--- config.mk ---
export PLATFORM = sky130hd
export DESIGN_NAME = mux_arb_rr_n
export DESIGN_NICKNAME = d
export VERILOG_FILES = /design/src/rtl/mux_arb_rr_n.sv
export SDC_FILE = /design/constraint.sdc
export NUM_CORES = 1
export LEC_CHECK = 0
export ABC_AREA = 0
export BUFFER_PORTS_ARGS = -buffer_cell sky130_fd_sc_hd__clkbuf_2
export CORE_MARGIN = 2
export CORE_UTILIZATION = 41
export CTS_BUF_LIST = sky130_fd_sc_hd__clkbuf_4 sky130_fd_sc_hd__clkbuf_8 sky130_fd_sc_hd__clkbuf_16
export DETAILED_ROUTE_END_ITERATION = 7
export PLACE_DENSITY_LB_ADDON = 0.25
export SLEW_MARGIN = 5
export SYNTH_ARGS = -nofsm -noshare
export SYNTH_HDL_FRONTEND = slang
export SYNTH_SLANG_ARGS = --single-unit
--- constraint.sdc ---
create_clock -name clk -period 3.1 [get_ports clk]
set_input_delay 0.93 -clock clk [delete_from_list [all_inputs] [get_ports clk]]
set_output_delay 0.93 -clock clk [all_outputs]
set_load 0.05 [all_outputs]
--- src/rtl/mux_arb_rr_n.sv ---
// mux_arb_rr_n: merges CH valid/ready input channels (N bits each) onto one
// registered output port. There are two grant modes: fixed select through
// `sel`, and round-robin arbitration that starts from a rotating pointer.
// The output stage is a one-entry buffer. It can drain and refill on the
// same edge, so it sustains one word per cycle.
//
// Ports:
//   clk, rst            rising-edge clock, async active-high reset
//   mode                0 = fixed select via sel, 1 = round-robin
//   sel [SW]            channel index used when mode = 0
//   in_data [CH*N]      channel i at bits [i*N +: N]
//   in_valid/in_ready   per-channel handshake; in_ready is one-hot or zero
//   out_data/out_valid  registered output word and valid
//   out_ready           downstream ready
//   out_sel [SW]        index of the channel whose word is held
//   xfer_count [16]     output transfer counter, wraps at 16'hFFFF
//                       (only present when MUX_ARB_XFER_CNT_EN is defined)

// Per-channel slice: qualifies the ready for this channel and masks its data
// so that the top level can build the mux as a plain OR-reduce.
module mux_arb_rr_n_lane #(
  parameter int N = 4
) (
  input  logic         gnt,
  input  logic         load_en,
  input  logic         rst,
  input  logic [N-1:0] data,
  output logic         ready,
  output logic [N-1:0] data_m
);
  assign ready  = gnt & load_en & ~rst;
  assign data_m = gnt ? data : '0;
endmodule

module mux_arb_rr_n #(
  parameter int N  = 4,
  parameter int CH = 4,
  parameter int SW = $clog2(CH)
) (
  input  logic            clk,
  input  logic            rst,
  input  logic            mode,
  input  logic [SW-1:0]   sel,
  input  logic [CH*N-1:0] in_data,
  input  logic [CH-1:0]   in_valid,
  output logic [CH-1:0]   in_ready,
  output logic [N-1:0]    out_data,
  output logic            out_valid,
  input  logic            out_ready,
  output logic [SW-1:0]   out_sel
`ifdef MUX_ARB_XFER_CNT_EN
  ,
  output logic [15:0]     xfer_count
`endif
);

  logic                  load_en;
  logic                  accept;
  logic                  gnt_any;
  logic [SW-1:0]         g;
  logic [SW-1:0]         ptr;
  logic [SW-1:0]         g_nxt;
  logic [CH-1:0]         gnt_oh;
  logic [CH-1:0][N-1:0]  data_m;
  logic [N-1:0]          data_sel;

  // The output slot is free when it is empty, or when it is draining on this edge.
  assign load_en = !out_valid || out_ready;

  // Grant decision. In round-robin mode the scan runs from the top offset
  // down to the bottom one, so the last match kept is the first valid channel
  // at or after ptr.
  always_comb begin
    int idx;
    g       = '0;
    gnt_any = 1'b0;
    idx     = 0;
    if (!mode) begin
      // When CH is not a power of two, sel can point past the last channel.
      // No grant is given in that case.
      if (int'(sel) < CH) begin
        if (in_valid[sel]) begin
          g       = sel;
          gnt_any = 1'b1;
        end
      end
    end else begin
      for (int k = CH - 1; k >= 0; k--) begin
        idx = (int'(ptr) + k) % CH;
        if (in_valid[idx]) begin
          g       = SW'(idx);
          gnt_any = 1'b1;
        end
      end
    end
  end

  always_comb begin
    for (int i = 0; i < CH; i++)
      gnt_oh[i] = gnt_any && (g == SW'(i));
  end

  for (genvar i = 0; i < CH; i++) begin : g_lane
    mux_arb_rr_n_lane #(.N(N)) u_lane (
      .gnt     (gnt_oh[i]),
      .load_en (load_en),
      .rst     (rst),
      .data    (in_data[i*N +: N]),
      .ready   (in_ready[i]),
      .data_m  (data_m[i])
    );
  end

  always_comb begin
    data_sel = '0;
    for (int i = 0; i < CH; i++)
      data_sel = data_sel | data_m[i];
  end

  // A grant always implies that the granted channel is valid, so the
  // handshake completes exactly when the slot is free.
  assign accept = gnt_any && load_en;
  assign g_nxt  = (g == SW'(CH - 1)) ? '0 : g + 1'b1;

  always_ff @(posedge clk or posedge rst) begin
    if (rst) begin
      out_valid <= 1'b0;
      out_data  <= '0;
      out_sel   <= '0;
      ptr       <= '0;
    end else if (accept) begin
      out_valid <= 1'b1;
      out_data  <= data_sel;
      out_sel   <= g;
      if (mode) ptr <= g_nxt;
    end else if (out_ready) begin
      out_valid <= 1'b0;
    end
  end

`ifdef MUX_ARB_XFER_CNT_EN
  always_ff @(posedge clk or posedge rst) begin
    if (rst)                        xfer_count <= '0;
    else if (out_valid && out_ready) xfer_count <= xfer_count + 16'd1;
  end
`endif

endmodule

==> flow_metrics.env <==
export IMPL_setup_violations=4
export IMPL_final_max_slew_viol_count=0
export IMPL_dp_hpwl_um=1770
export IMPL_final_antenna_net_count=0
export IMPL_fin_setup_tns_ps=-347
export IMPL_gp_congestion=0.814
export IMPL_yosysWarnings=0
export IMPL_max_slew_margin=0.794
export IMPL_syn_to_final_growth_pct=83.2
export IMPL_min_path_type="reg -> reg"
export IMPL_cp_data_arrival_time_ps=2280
export IMPL_dpl_cell_area_mm2=0.00113
export IMPL_num_io_pins=37
export IMPL_power_uw=856
export IMPL_grt_use_total=0.260
export IMPL_drc=0
export IMPL_core_mm2=0.00176
export IMPL_port_buffer_count=36
export IMPL_start_util=0.444
export IMPL_cp_max_fo=6
export IMPL_hold_slack_ps=506
export IMPL_die_y_um=47.7
export IMPL_status="complete, but fails checks"
export IMPL_place_worst_setup_slack_ps=-313
export IMPL_cpPeakStageDelay_ps=330
export IMPL_grt_pass1_wl_um=3950
export IMPL_clock_skew_ps=14.0
export IMPL_antenna_cells=0
export IMPL_drive_gt1_frac=0.662
export IMPL_vias=955
export IMPL_cts_tree="yes"
export IMPL_ys_seq_area_frac=0.288
export IMPL_post_route_min_period_ps=3210
export IMPL_max_cap_viol_count=0
export IMPL_p_leak_nw=0.687
export IMPL_max_freq_ghz=0.312
export IMPL_rsz0062_at_grt="true"
export IMPL_fin_cells=170
export IMPL_clkSinkCount=9
export IMPL_syn_area_um2=783
export IMPL_finalCritPeriodShare=1.04
export IMPL_dp_cells=157
export IMPL_path_common_cell="clkbuf_16"
export IMPL_dr_pass1_iters=4
export IMPL_cts_max_path_buffers=2
export IMPL_dieArea_mm2=0.00228
export IMPL_final_cell_area_mm2=0.00144
export IMPL_worstPathCellList="clkbuf_16 -> nand2b_4 -> nand3_2 -> o221a_4 -> or2_4 -> ha_4 -> and3_4 -> clkbuf_16"
export IMPL_avgSynthCellArea_um2=9.44
export IMPL_setup_slack_ps=-110
export IMPL_via_per_inst=5.62
export IMPL_antenna_found_initial=0
export IMPL_synthCells=83
export IMPL_worst_setup_path_end_kind="primary output"
export IMPL_drtIter0Drc=27
export IMPL_clkTransAtPathRegs_ps=60
export IMPL_htreeDepth=1
export IMPL_hold_buffers=0
export IMPL_utilization=0.813
export IMPL_numCtsBuffers=3
export IMPL_grt_max_degree=10
export IMPL_hold_viol_final=0
export IMPL_peakVddDrop_mv=0.399
export IMPL_wl_per_cell_um=16.5
export IMPL_slowest_stage="o221a_4"
export IMPL_num_rows=15
export IMPL_clk_insertion_delay_late_ps=270
export IMPL_totalWireLength_um=2800
export IMPL_path_class="in -> out"
export IMPL_ys_types=30
export IMPL_syn_nets=113
export IMPL_violations="setup timing"
export IMPL_start_kind="primary input"
export IMPL_grt_pass1_vias=899
export IMPL_mostFrequentLayoutCells="clkbuf_2 (26), buf_4 (26), dfrtp_1 (9)"
export IMPL_fp_dieW_um=47.7
export IMPL_synth_seq_cells=9
export IMPL_critical_path_required_ps=2170
export IMPL_cts_root_buf="clkbuf_4"
export IMPL_grt_overflow_total=0
export IMPL_nNetsFinal=176
export IMPL_worst_slew_pin_slew_ps=305
export IMPL_p_per_area_mw_per_mm2=597
-- logic make-up after synthesis --
kind of cell	after synthesis	share of synthesized area
AND/OR/NAND/NOR	30	0.224
AO/OA/AOI/OAI	22	0.219
buffers and inverters	10	0.0671
flip-flops	9	0.288
multiplexers	8	0.139
adder cells (fa/ha/maj)	4	0.0639
-- power breakdown --
group	total [mW]	internal, mW	switching, mW
Clock	0.103	0.0584	0.0450
Combinational	0.549	0.245	0.304
Sequential	0.204	0.165	0.0392
Total	0.856	0.468	0.389
-- layout make-up --
type,instances,area [um2]
repair buffers,62,492
inverters,6,28.8
multi-input cells,64,628
flip-flops and latches,9,225
clock buffers,4,30.0
fillers,114,329
well taps,25,31.3
-- registers in the layout, summed over array words and instances, names as in the netlist --
name	count
out_sel	2
out_valid	1
out_data	4
ptr	2
-- worst max-delay path: cells and delay by family --
kind | cells | cell delay, ps
compound gates | 1 | 330
simple gates | 4 | 560
buf+inv | 2 | 300
fa+ha+maj | 1 | 170
-- metal layers --
layer	wire (um)	share of wire	track usage
met1	1020	0.36	0.281
met2	1460	0.52	0.432
met3	133	0.048	0.0830
met4	181	0.065	0.173
met5	0	0	0
-- synthesized netlist by cell type --
master	count	area [um2]
o211ai_1	2	15.0
ha_1	4	50.1
o21ai_4	1	16.3
inv_1	6	22.5
nor2_1	4	15.0
a31o_2	1	8.76
dfrtp_1	9	225
nor2_4	1	11.3
nand3_1	2	10.0
o221a_2	1	11.3
or2_2	1	6.26
and2_1	2	12.5
nor2b_1	2	12.5
o2bb2ai_1	1	8.76
a21oi_1	2	10.0
or4_4	1	11.3
a21o_1	1	7.51
a22oi_1	8	60.1
nand2_1	5	18.8
o41ai_1	1	8.76
mux2_4	1	15.0
mux4_1	1	26.3
nor2_2	1	6.26
o21ai_0	2	10.0
nand2b_1	5	31.3
o31ai_1	2	15.0
and3_1	5	31.3
buf_4	4	30.0
mux2_2	6	67.6
nand4b_1	1	8.76
-- worst paths after layout --
check                       startpoint          end  slack (ps)  cells past startpoint
setup / recovery           in_valid[2]  in_ready[0]        -110                      8
hold / removal             out_data[0]  out_data[0]         510                      1
setup reg to reg                ptr[0]  out_data[0]         740                     11
hold reg to reg            out_data[0]  out_data[0]         510                      1
max in group asynchronous          rst  out_data[2]        2130                      3
min in group asynchronous          rst  out_data[3]         570                      2
-- timing repair --
| item | 4_1_cts | 5_1_grt |
|---|---|---|
| pin swaps | 11 | 6 |
| gates resized for setup | 34 | 9 |
| cloned | 0 | 0 |
| endpoints found under the setup margin | 4 | 4 |
| setup buffers | 6 | 3 |
(Power assumes the default switching activity.)
